==> src/rtl/frame_op_sequencer.sv <==
// frame_op_sequencer
//
// Purpose: job-level controller for the RGB888 image reader pipeline. It accepts one
// command (operation, operand, frame count), launches the reader once per frame,
// supervises each frame's VSYNC/HSYNC/done sequence, checks line length and line count,
// and inserts a programmable idle gap between frames of the same job.
//
// Optional feature: define FRAME_WATCHDOG_EN to add a no-progress watchdog. When it
// expires, err_code 3 is flagged and the job is aborted through DONE. Without the
// macro the sequencer waits indefinitely in WAIT_V/STREAM.
//
// Parameters:
//   WIDTH      pixels per line (even, two pixels per hsync cycle)
//   HEIGHT     lines per frame
//   GAP_CYCLES idle cycles between frames of one job (>= 1)
//   TIMEOUT    watchdog limit in cycles (FRAME_WATCHDOG_EN only)
//
// Ports:
//   HCLK, HRESETn             clock, asynchronous active-low reset
//   cmd_valid/cmd_ready       command handshake (ready only in IDLE)
//   cmd_op/value/frames       command fields; frames 0 is treated as 1
//   rd_start                  one-cycle reader launch pulse
//   rd_op/rd_value            operation/operand latched at command accept
//   rd_vsync/hsync/done       reader frame status
//   busy                      any state other than IDLE
//   frame_cnt/line_cnt        frames completed in job / lines seen in frame
//   job_done                  one-cycle pulse at end of job
//   err/err_code              sticky error and first error cause

module frame_op_sequencer #(
    parameter int unsigned WIDTH      = 100,
    parameter int unsigned HEIGHT     = 100,
    parameter int unsigned GAP_CYCLES = 16,
    parameter int unsigned TIMEOUT    = 65535
) (
    input  logic       HCLK,
    input  logic       HRESETn,
    input  logic       cmd_valid,
    output logic       cmd_ready,
    input  logic [1:0] cmd_op,
    input  logic [7:0] cmd_value,
    input  logic [3:0] cmd_frames,
    output logic       rd_start,
    output logic [1:0] rd_op,
    output logic [7:0] rd_value,
    input  logic       rd_vsync,
    input  logic       rd_hsync,
    input  logic       rd_done,
    output logic       busy,
    output logic [3:0] frame_cnt,
    output logic [9:0] line_cnt,
    output logic       job_done,
    output logic       err,
    output logic [1:0] err_code
);

    localparam int unsigned GapW      = $clog2(GAP_CYCLES + 1);
    localparam logic [9:0]  RunTarget = 10'(WIDTH / 2);
    localparam logic [9:0]  LineTgt   = 10'(HEIGHT);
    localparam logic [9:0]  CntMax    = 10'h3FF;

    typedef enum logic [2:0] {
        StIdle,
        StStart,
        StWaitV,
        StStream,
        StGap,
        StDone
    } state_e;

    state_e          state_q, state_d;
    logic [1:0]      op_q, op_d;
    logic [7:0]      value_q, value_d;
    logic [3:0]      frames_q, frames_d;
    logic [3:0]      frame_cnt_q, frame_cnt_d;
    logic [9:0]      line_cnt_q, line_cnt_d;
    logic [9:0]      run_q, run_d;
    logic            hsync_q;
    logic [GapW-1:0] gap_q, gap_d;
    logic            err_q, err_d;
    logic [1:0]      err_code_q, err_code_d;
    logic            cmd_ready_q, cmd_ready_d;
    logic            rd_start_q, rd_start_d;
    logic            busy_q, busy_d;
    logic            job_done_q, job_done_d;
    logic [1:0]      code_v;

    logic hs_rise, hs_fall;
    assign hs_rise = rd_hsync & ~hsync_q;
    assign hs_fall = ~rd_hsync & hsync_q;

`ifdef FRAME_WATCHDOG_EN
    localparam int unsigned WdW = (TIMEOUT > 1) ? $clog2(TIMEOUT + 1) : 1;
    logic [WdW-1:0] wd_q, wd_d;
`else
    logic unused_timeout;
    assign unused_timeout = (TIMEOUT == 0);
`endif

    always_comb begin
        state_d     = state_q;
        op_d        = op_q;
        value_d     = value_q;
        frames_d    = frames_q;
        frame_cnt_d = frame_cnt_q;
        line_cnt_d  = line_cnt_q;
        run_d       = run_q;
        gap_d       = gap_q;
        err_d       = err_q;
        err_code_d  = err_code_q;
        code_v      = err_code_q;

        unique case (state_q)
            StIdle: begin
                if (cmd_valid && cmd_ready_q) begin
                    op_d        = cmd_op;
                    value_d     = cmd_value;
                    frames_d    = (cmd_frames == 4'd0) ? 4'd1 : cmd_frames;
                    frame_cnt_d = 4'd0;
                    line_cnt_d  = 10'd0;
                    err_d       = 1'b0;
                    err_code_d  = 2'd0;
                    state_d     = StStart;
                end
            end
            StStart: begin
                line_cnt_d = 10'd0;
                run_d      = 10'd0;
                state_d    = StWaitV;
            end
            StWaitV: begin
                if (rd_vsync) begin
                    state_d = StStream;
                end
            end
            StStream: begin
                if (hs_rise) begin
                    if (line_cnt_q != CntMax) begin
                        line_cnt_d = line_cnt_q + 10'd1;
                    end
                    run_d = 10'd1;
                end else if (rd_hsync && run_q != CntMax) begin
                    run_d = run_q + 10'd1;
                end
                // Line-length check precedes the line-count check so a short final line
                // reported together with rd_done keeps code 1.
                if (hs_fall && run_q != RunTarget) begin
                    err_d = 1'b1;
                    if (code_v == 2'd0) begin
                        code_v = 2'd1;
                    end
                end
                if (rd_done) begin
                    if (line_cnt_q != LineTgt) begin
                        err_d = 1'b1;
                        if (code_v == 2'd0) begin
                            code_v = 2'd2;
                        end
                    end
                    frame_cnt_d = frame_cnt_q + 4'd1;
                    gap_d       = '0;
                    state_d     = (frame_cnt_d == frames_q) ? StDone : StGap;
                end
                err_code_d = code_v;
            end
            StGap: begin
                if (gap_q == GapW'(GAP_CYCLES - 1)) begin
                    state_d = StStart;
                end else begin
                    gap_d = gap_q + GapW'(1);
                end
            end
            StDone: begin
                state_d = StIdle;
            end
            default: begin
                state_d = StIdle;
            end
        endcase

`ifdef FRAME_WATCHDOG_EN
        wd_d = wd_q;
        if (state_d != state_q || hs_rise || hs_fall || rd_done) begin
            wd_d = '0;
        end else if (state_q == StWaitV || state_q == StStream) begin
            if (wd_q + WdW'(1) == WdW'(TIMEOUT)) begin
                wd_d  = '0;
                err_d = 1'b1;
                if (err_code_d == 2'd0) begin
                    err_code_d = 2'd3;
                end
                state_d = StDone;
            end else begin
                wd_d = wd_q + WdW'(1);
            end
        end
`endif

        // Status outputs are registered from the next state so they line up with it.
        cmd_ready_d = (state_d == StIdle);
        rd_start_d  = (state_d == StStart);
        busy_d      = (state_d != StIdle);
        job_done_d  = (state_d == StDone);
    end

    always_ff @(posedge HCLK or negedge HRESETn) begin
        if (!HRESETn) begin
            state_q     <= StIdle;
            op_q        <= 2'd0;
            value_q     <= 8'd0;
            frames_q    <= 4'd0;
            frame_cnt_q <= 4'd0;
            line_cnt_q  <= 10'd0;
            run_q       <= 10'd0;
            hsync_q     <= 1'b0;
            gap_q       <= '0;
            err_q       <= 1'b0;
            err_code_q  <= 2'd0;
            cmd_ready_q <= 1'b1;
            rd_start_q  <= 1'b0;
            busy_q      <= 1'b0;
            job_done_q  <= 1'b0;
`ifdef FRAME_WATCHDOG_EN
            wd_q        <= '0;
`endif
        end else begin
            state_q     <= state_d;
            op_q        <= op_d;
            value_q     <= value_d;
            frames_q    <= frames_d;
            frame_cnt_q <= frame_cnt_d;
            line_cnt_q  <= line_cnt_d;
            run_q       <= run_d;
            hsync_q     <= rd_hsync;
            gap_q       <= gap_d;
            err_q       <= err_d;
            err_code_q  <= err_code_d;
            cmd_ready_q <= cmd_ready_d;
            rd_start_q  <= rd_start_d;
            busy_q      <= busy_d;
            job_done_q  <= job_done_d;
`ifdef FRAME_WATCHDOG_EN
            wd_q        <= wd_d;
`endif
        end
    end

    assign cmd_ready = cmd_ready_q;
    assign rd_start  = rd_start_q;
    assign rd_op     = op_q;
    assign rd_value  = value_q;
    assign busy      = busy_q;
    assign frame_cnt = frame_cnt_q;
    assign line_cnt  = line_cnt_q;
    assign job_done  = job_done_q;
    assign err       = err_q;
    assign err_code  = err_code_q;

endmodule
==> config.mk <==
export PLATFORM = sky130hd
export DESIGN_NAME = frame_op_sequencer
export DESIGN_NICKNAME = d
export VERILOG_FILES = /design/src/rtl/frame_op_sequencer.sv
export SDC_FILE = /design/constraint.sdc
export NUM_CORES = 1
export LEC_CHECK = 0
export CAP_MARGIN = 20
export CELL_PAD_IN_SITES_DETAIL_PLACEMENT = 0
export CELL_PAD_IN_SITES_GLOBAL_PLACEMENT = 1
export CORE_UTILIZATION = 44
export CTS_CLUSTER_DIAMETER = 80
export DETAILED_ROUTE_END_ITERATION = 7
export GPL_ROUTABILITY_DRIVEN = 0
export PLACE_DENSITY_LB_ADDON = 0.05
export SYNTH_ARGS = -nofsm -noshare
export SYNTH_HDL_FRONTEND = slang
export SYNTH_SLANG_ARGS = --single-unit
==> constraint.sdc <==
create_clock -name HCLK -period 3.95 [get_ports HCLK]
set_clock_uncertainty 0.15 [all_clocks]
set_input_delay 0.5925 -clock HCLK [delete_from_list [all_inputs] [get_ports HCLK]]
set_output_delay 0.5925 -clock HCLK [all_outputs]
set_load 0.02 [all_outputs]
# == Word level (Yosys, flattened, before mapping) ==
# Cells that the tools add are included.
# word_totals
regBits,54
mem_bits_rw,0
output_inout_bits,31
latchBits,0
word_cells,93
rom_bits,0
mem_count,0
# classes
mul,0
reduce_logical,19
eq_ne,18
n_mux,33
div,0
add_sub_neg,4
bitwise_logic,4
magnitude_cmp,0
shifts,0
# ops
cell,n
$mux W10,5
$pmux W10 S3,1
$add A10 B1 Y10 const B,2
$ne A10 B10 Y1 const B,2
$pmux W10 S2,1
$pmux W3 S5,1
$mux W2,7
$mux W3,4
$mux W4,3
$mux W5,2
$ne A10 B6 Y1 const B,1
$ne A10 B7 Y1 const B,1
$ne A2 B2 Y1 const B,5
$pmux W5 S2,1
$pmux W4 S2,1
$eq A3 B1 Y1 const B,2
$eq A3 B2 Y1 const B,2
$eq A3 B3 Y1 const B,2
$logic_not A3 Y1,2
$reduce_and A2 Y1,3
$reduce_and A3 Y1,2
$reduce_bool A2 Y1,3
$reduce_bool A3 Y1,2
$add A5 B1 Y5 const B,1
other kinds (13),22

# == Depth between registers and ports, before layout ==
# Gate-level depths: netlist of the first run.
# depth
ltp_word,10
ltp_mapped,7
depth_no_buf,7

# == Least setup slack after synthesis of the first run ==
# No wires, ideal clock.
# synth_path
path_kind,register -> register
start,"register line_cnt_q[0], in the netlist line_cnt[0]"
end,"register line_cnt_q[7], in the netlist line_cnt[7]"
setup_slack_ps,1793
required_ps,3712
stages_incl_launch_ff,7
arrival_ps,1919
synth_period_minus_slack_ps,2157
setup_time_ps,88
cell_sequence,dfrtp_1 -> ha_1 -> and3_1 -> and4_1 -> clkbuf_1 -> or4_1 -> a22oi_1
# synth_between
elab_chain_len,4
elab_cells_between_ends,7
# synth_lines
item,line,rtl
"start, declared",76,"logic [9:0] line_cnt_q, line_cnt_d;"
"start signal, assigned",232,line_cnt_q <= line_cnt_d;
$add A10 B1 Y10,139,line_cnt_d = line_cnt_q + 10'd1;
$mux W10,138,if (line_cnt_q != CntMax) begin
$mux W10,137,if (hs_rise) begin
$pmux W10 S3,113,unique case (state_q)
# Several ways; a longest one is shown, not always the timed one. The select of a mux whose other input is x is not followed.
# A chain may end at the register's enable or synchronous reset.

# == Worst setup path after layout of the first run ==
# layout_path
start,input rd_hsync
end,"register line_cnt_q[5], in the netlist line_cnt[5]"
# layout_between
elab_chain_len,3
# layout_lines
item,line,rtl
"start, declared",47,"input logic rd_hsync,"
$and A1 B1 Y1,89,assign hs_rise = rd_hsync & ~hsync_q;
$ne A2 B2 Y1 (no source line),n/a,
$reduce_and A4 Y1 (no source line),n/a,
# Every way passes these cells.

==> impl_metrics.py, run 1 <==
metrics = {
    "status": {
        "run_status": "complete, no violations",
    },
    "yosys": {
        "ys_warn_count": 0,
        "synth_edf_count": 0,
        "synth_nets": 294,
        "synth-compound-area-share": 0.167,
        "yosys_register_bits": 54,
        "yosysSeqAreaShare": 0.486,
        "synthAdderAreaFrac": 0.0315,
        "syn_area_mm2": 0.00278,
        "synth_common_cells": "dfrtp_1, nor2_1, nand2_1, o21ai_0",
        "synth_top_area_cell": "dfrtp_1",
        "synth_top_area_frac": 0.477,
        "synth_async_sr_flop_share": 1.00,
        "synthMuxAreaShare": 0.0603,
        "synth_cells": 267,
        "synth_top_family_by_area": "simple AND/OR/NAND/NOR gates",
        "synth_area_leaders": "dfrtp_1, mux2_2, ha_1, o21ai_0, o31ai_1",
        "synth.avg_cell_area_um2": 10.4,
        "synth.most_common_cell": "dfrtp_1",
        "synth_flop_cell": "dfrtp_1",
        "synth-simple-area-share": 0.189,
        "synth_cell_type_count": 55,
        "synthXorXnorAreaFrac": 0.0301,
    },
    "floorplanning": {
        "rows": 28,
        "die_x_um": 81.5,
        "dieArea_mm2": 0.00665,
        "design.core.area_mm2": 0.00603,
        "ioPinCount": 51,
        "initial_core_util": 0.462,
        "die_h_um": 81.5,
    },
    "timing": {
        "rsz0062_at_grt": "false",
        "post-route-period-util": 0.642,
        "setup_tns_ns": 0,
        "finalSetupViolCount": 0,
        "max-slew-margin-rel": 0.474,
        "fin_crit_ns": 2.54,
        "worst_slew_pin_slew_ns": 0.778,
        "hold_viol": 0,
        "max_freq_mhz": 394,
        "maxSlewViolCount": 0,
    },
    "cts": {
        "cts_buffer_depth": 2,
        "cts_sinks": 54,
        "cts-buffers-inserted": 5,
        "cts_root_buf": "clkbuf_8",
        "ctsHoldBuffers": 0,
        "tritoncts": "built",
        "post_cts_buffers": 0,
        "clk_pin_slew_worst_paths_ns": 0.10,
        "insertion_delay_ns": 0.31,
        "postCtsResizedCells": 0,
        "htreeDepth": 2,
    },
    "route": {
        "remaining_drc_errors": 0,
        "drt-pass1-iter-count": 4,
        "num_vias": 2232,
        "viasPerCell": 5.66,
        "postRouteAntennaNets": 0,
        "wl_per_cell_um": 15.6,
        "drtIter0Drc": 59,
        "routed_wl_mm": 6.15,
    },
    "setup_path": {
        "required_ns": 3.98,
        "slowest_delay_ns": 0.60,
        "reg2regPathDepth": 4,
        "worst_setup_path_start_kind": "input port",
        "crit_slowest_cell": "a221oi_2",
        "cp.arrival_ns": 2.57,
        "crit_chain": "clkdlybuf4s50_1, nand3b_2, a221oi_2, nand3_1, o41ai_1",
        "cp-end-kind": "register",
        "crit_type": "input port to register",
        "cp_max_fo": 8,
    },
    "global_route": {
        "grt_antenna_before_repair": 0,
        "overflow": 0,
        "track_usage": 0.203,
        "grt_pass1_vias": 2077,
        "grt_pass1_wl_mm": 10.3,
        "grt_max_degree": 34,
    },
    "job": {
        "cap_violations": 0,
    },
    "placement": {
        "detailed_place_hpwl_mm": 4.38,
        "port_buffers": 50,
    },
    "power": {
        "p_leak_nw": 1.51,
        "power_density_mw_per_mm2": 592,
        "total_power_mw": 2.05,
        "peakVddDrop_mv": 0.329,
    },
    "layout": {
        "diodes": 0,
        "area_growth_pct": 24.3,
        "drive_above_1_share": 0.110,
        "fin_nets": 345,
    },
    "worst_hold_path": {
        "min_path_type": "input port to async pin",
    },
}
[flip-flops by register name, indices dropped and copies added (netlist names)]
register,count
err_code,2
job_done,1
rd_start,1
frames_q,4
rd_op,2
run_q,10
err,1
state_q,3
cmd_ready,1
busy,1
hsync_q,1
rd_value,8
frame_cnt,4
line_cnt,10
gap_q,5
[path summary, 6_finish.rpt]
check	from	end	slack (ns)
setup / recovery	rd_hsync	line_cnt[5]	1.41
hold / removal	HRESETn	rd_value[6]	0.20
setup reg to reg	state_q[1]	line_cnt[5]	1.50
hold reg to reg	rd_value[6]	rd_value[6]	0.37
max in group asynchronous	HRESETn	cmd_ready	2.62
min in group HCLK	rd_value[6]	rd_value[6]	0.37
[placed cells by master (no fill, tap or decap), types with 5 or more instances in the layout]
cell             count
nor3_1               5
a22o_1               8
o31ai_1             10
nand3_1             11
nor2_1              19
a211o_1              5
o21ai_0             16
ha_1                 7
nand2_1             18
nand4_1              5
mux2_2              14
dfrtp_1             53
and3_1              10
inv_1               14
clkbuf_8             7
clkdlybuf4s50_1     49
a21oi_1              5
[metal layers]
metal  track usage  up-vias  part of all wire
met5             0        -                 0
met4        0.0589        0             0.012
met3        0.0333        7             0.040
met2         0.318       60              0.46
met1         0.287     1071              0.49
li1              -     1094                 -
[layout make-up]
cell class              instances  area, µm²
clock buffers                   7       96.3
flip-flops and latches         54       1350
repair buffers                 54        526
multi-input cells             189       1330
clock inverters                 1       8.76
inverters                      14       52.6
well taps                      75       93.8
fillers                       545       2570
[where the power goes]
part / total (mW) / internal (mW) / switching (mW)
logic: 0.842 / 0.409 / 0.433
clock network: 0.347 / 0.161 / 0.186
registers: 0.858 / 0.708 / 0.150
[kinds of logic (layout without fill, tap and decap cells)]
group,after synthesis,after routing
XOR/XNOR,8,8
AO/OA/AOI/OAI,64,64
buffers and inverters,24,76
multiplexers,15,15
flip-flops,54,54
AND/OR/NAND/NOR,95,95
adder cells (fa/ha/maj),7,7
[critical path, delay by kind of cell]
kind / cells / cell delay [ns]
compound gates: 2 / 0.97
buf+inv: 1 / 0.58
simple gates: 2 / 0.42
[metrics by stage]
step / setup slack, ns / cell area (µm²) / hold slack [ns] / std cells / utilization
CTS: 1.42 / 3460 / 0.222 / 394 / 0.574
floorplan: 1.79 / 2780 / 0.147 / 267 / -
global route: 1.27 / 3460 / 0.262 / 394 / 0.574
finish: 1.41 / 3460 / 0.202 / 394 / 0.574
global placement: 1.30 / 3350 / 0.333 / 386 / 0.557
detailed placement: 1.10 / 3350 / 0.346 / 386 / 0.557
Power figures use the tool's default switching activity.
==> run 2, diff against run 1 <==
--- a/config.mk
+++ b/config.mk
@@ -8,7 +8,7 @@
 export CAP_MARGIN = 20
 export CELL_PAD_IN_SITES_DETAIL_PLACEMENT = 0
 export CELL_PAD_IN_SITES_GLOBAL_PLACEMENT = 1
-export CORE_UTILIZATION = 44
+export CORE_UTILIZATION = 37
 export CTS_CLUSTER_DIAMETER = 80
 export DETAILED_ROUTE_END_ITERATION = 7
 export GPL_ROUTABILITY_DRIVEN = 0
==> constraint.sdc (replaced) <==
create_clock -name HCLK -period 2.3 [get_ports HCLK]
set_clock_uncertainty 0.15 [all_clocks]
set_input_delay 0.345 -clock HCLK [delete_from_list [all_inputs] [get_ports HCLK]]
set_output_delay 0.345 -clock HCLK [all_outputs]
set_load 0.02 [all_outputs]
==> run 2 against run 1 <==
Via count is 4.7% higher; cell count up 10%; flip-flop and latch count unchanged; core utilization shrank 7.6 points; sequential power increased by 64%; sequential share of layout area is 1.7 points lower; worst hold slack gained 0.16 ns; die area grew 18%; wire length is 6.7% higher; global-route usage decreased by 2.1 points; critical endpoint is now gap_q[3]; largest cell class unchanged; largest power group is now combinational logic.
==> impl_metrics.py, run 2 (synthesized netlist as in run 1, its figures left out) <==
metrics = {
    "timing": {
        "post-route-period-util": 0.887,
        "hold_viol": 0,
        "finalSetupViolCount": 0,
        "max-slew-margin-rel": 0.647,
        "worst_slew_pin_slew_ns": 0.527,
        "setup_tns_ns": 0,
        "maxSlewViolCount": 0,
        "rsz0062_at_grt": "false",
        "max_freq_mhz": 490,
        "fin_crit_ns": 2.04,
    },
    "setup_path": {
        "r2r_end": "gap_q[3]",
        "slowest_delay_ns": 0.43,
        "worst_setup_path_start_kind": "register",
        "timing.rr.start": "gap_q[0]",
        "crit_top_cell": "ha_1",
        "startpoint": "gap_q[0]",
        "required_ns": 2.35,
        "cp_max_fo": 5,
        "cp-endpoint": "gap_q[3]",
        "cp.arrival_ns": 2.09,
        "rrSetupSlack_ns": 0.26,
        "crit_slowest_cell": "dfrtp_1",
        "crit_chain": "ha_1, and3_1, ha_1, nor4b_1, buf_4, nand4_1, xor2_1, nor2_1",
        "reg2regPathDepth": 8,
        "cp-end-kind": "register",
        "crit_type": "register to register",
    },
    "layout": {
        "fin_util": 0.498,
        "fill_cells": 688,
        "final_common_cell": "dfrtp_1",
        "drive_above_1_share": 0.149,
        "diodes": 0,
        "multi_input_comb_area_mm2": 0.00133,
        "register_area_mm2": 0.00135,
        "mostFrequentLayoutCells": "dfrtp_1, clkdlybuf4s50_1, nor2_1, buf_4, nand2_1",
        "fin_nets": 362,
        "area_growth_pct": 29.9,
    },
    "placement": {
        "port_buffers": 50,
        "detailed_place_hpwl_mm": 4.71,
    },
    "worst_hold_path": {
        "min_path_type": "register to register",
    },
    "power": {
        "p_leak_nw": 1.58,
        "power_density_mw_per_mm2": 998,
        "peakVddDrop_mv": 0.523,
    },
    "cts": {
        "cts_buffer_depth": 2,
        "insertion_delay_ns": 0.31,
        "cts_sinks": 54,
        "htreeDepth": 2,
        "postCtsResizedCells": 0,
        "cts-buffers-inserted": 5,
        "ctsHoldBuffers": 1,
        "post_cts_buffers": 0,
        "tritoncts": "built",
        "cts_root_buf": "clkbuf_8",
        "clk_pin_slew_worst_paths_ns": 0.10,
    },
    "floorplanning": {
        "initial_core_util": 0.384,
        "design.core.area_mm2": 0.00725,
        "ioPinCount": 51,
        "dieArea_mm2": 0.00787,
        "die_x_um": 88.7,
        "die_h_um": 88.7,
        "rows": 31,
    },
    "route": {
        "routed_wl_mm": 6.56,
        "postRouteAntennaNets": 0,
        "remaining_drc_errors": 0,
        "num_vias": 2337,
        "viasPerCell": 5.37,
        "wl_per_cell_um": 15.1,
        "drt-pass1-iter-count": 4,
        "drtIter0Drc": 83,
    },
    "global_route": {
        "overflow": 0,
        "grt_max_degree": 32,
        "track_usage": 0.182,
        "grt_pass1_vias": 2204,
        "grt_pass1_wl_mm": 11.0,
        "grt_antenna_before_repair": 0,
    },
    "job": {
        "cap_violations": 0,
    },
    "status": {
        "run_status": "complete, no violations",
    },
}
run 2: changes by cell type in the layout (fill, tap and decap cells not counted):
cell           previous run  this run
clkinv_2                  0         1
clkbuf_8                  7         5
buf_4                     4        19
dlygate4sd3_1             0         1
buf_12                    0         1
clkbuf_1                  0         1
run 2: final cells by class:
type                       instances  area share
multi-input combinational        189       0.368
clock inverter                     2     0.00381
inverter                          14      0.0145
timing repair buffer              71       0.185
tap                               99      0.0343
clock buffer                       6      0.0201
sequential                        54       0.374
run 2: metrics by stage:
| stage | std cells | worst slack (ns) | hold WS (ns) | power (mW) | cell area (µm²) |
|---|---|---|---|---|---|
| 3_5_place_dp | 426 | 0.0284 | 0.218 | 3.10 | 3520 |
| 6_report | 435 | 0.261 | 0.360 | 3.61 | 3610 |
| 4_1_cts | 435 | 0.234 | 0.366 | 3.66 | 3610 |
| 5_1_grt | 435 | 0.0356 | 0.378 | 3.86 | 3610 |
| 3_3_place_gp | 426 | 0.0812 | 0.209 | 3.08 | 3520 |
| 2_1_floorplan | 267 | 0.143 | -0.101 | 2.39 | 2780 |
run 2: worst max-delay path: cells and delay by family, from the launching register on:
family	cells	cell delay [ns]
xor+xnor	1	0.14
fa+ha+maj	2	0.43
buf+inv	1	0.18
flops	1	0.43
simple gates	4	0.59
run 2: power by group:
group / leakage (nW) / internal, mW / switching [mW]
clock: 0.0452 / 0.216 / 0.323
combinational: 0.837 / 0.811 / 0.850
sequential: 0.702 / 1.22 / 0.189
run 2: per-layer routing:
layer	track usage	share of wire	up-vias
met3	0.0317	0.034	6
li1	-	-	1128
met5	0	0	-
met4	0.0396	0.011	0
met1	0.254	0.49	1145
met2	0.297	0.47	58
run 2: worst min path at each step:
stage               slack (ns)  depth (start not counted)   startpoint           to
floorplan                -0.10                          0      HRESETn         busy
global placement          0.21                          2      HRESETn     run_q[4]
detailed placement        0.22                          2      HRESETn     run_q[3]
CTS                       0.37                          2     gap_q[4]     gap_q[4]
global route              0.38                          1  rd_value[2]  rd_value[2]
finish                    0.36                          2     gap_q[4]     gap_q[4]
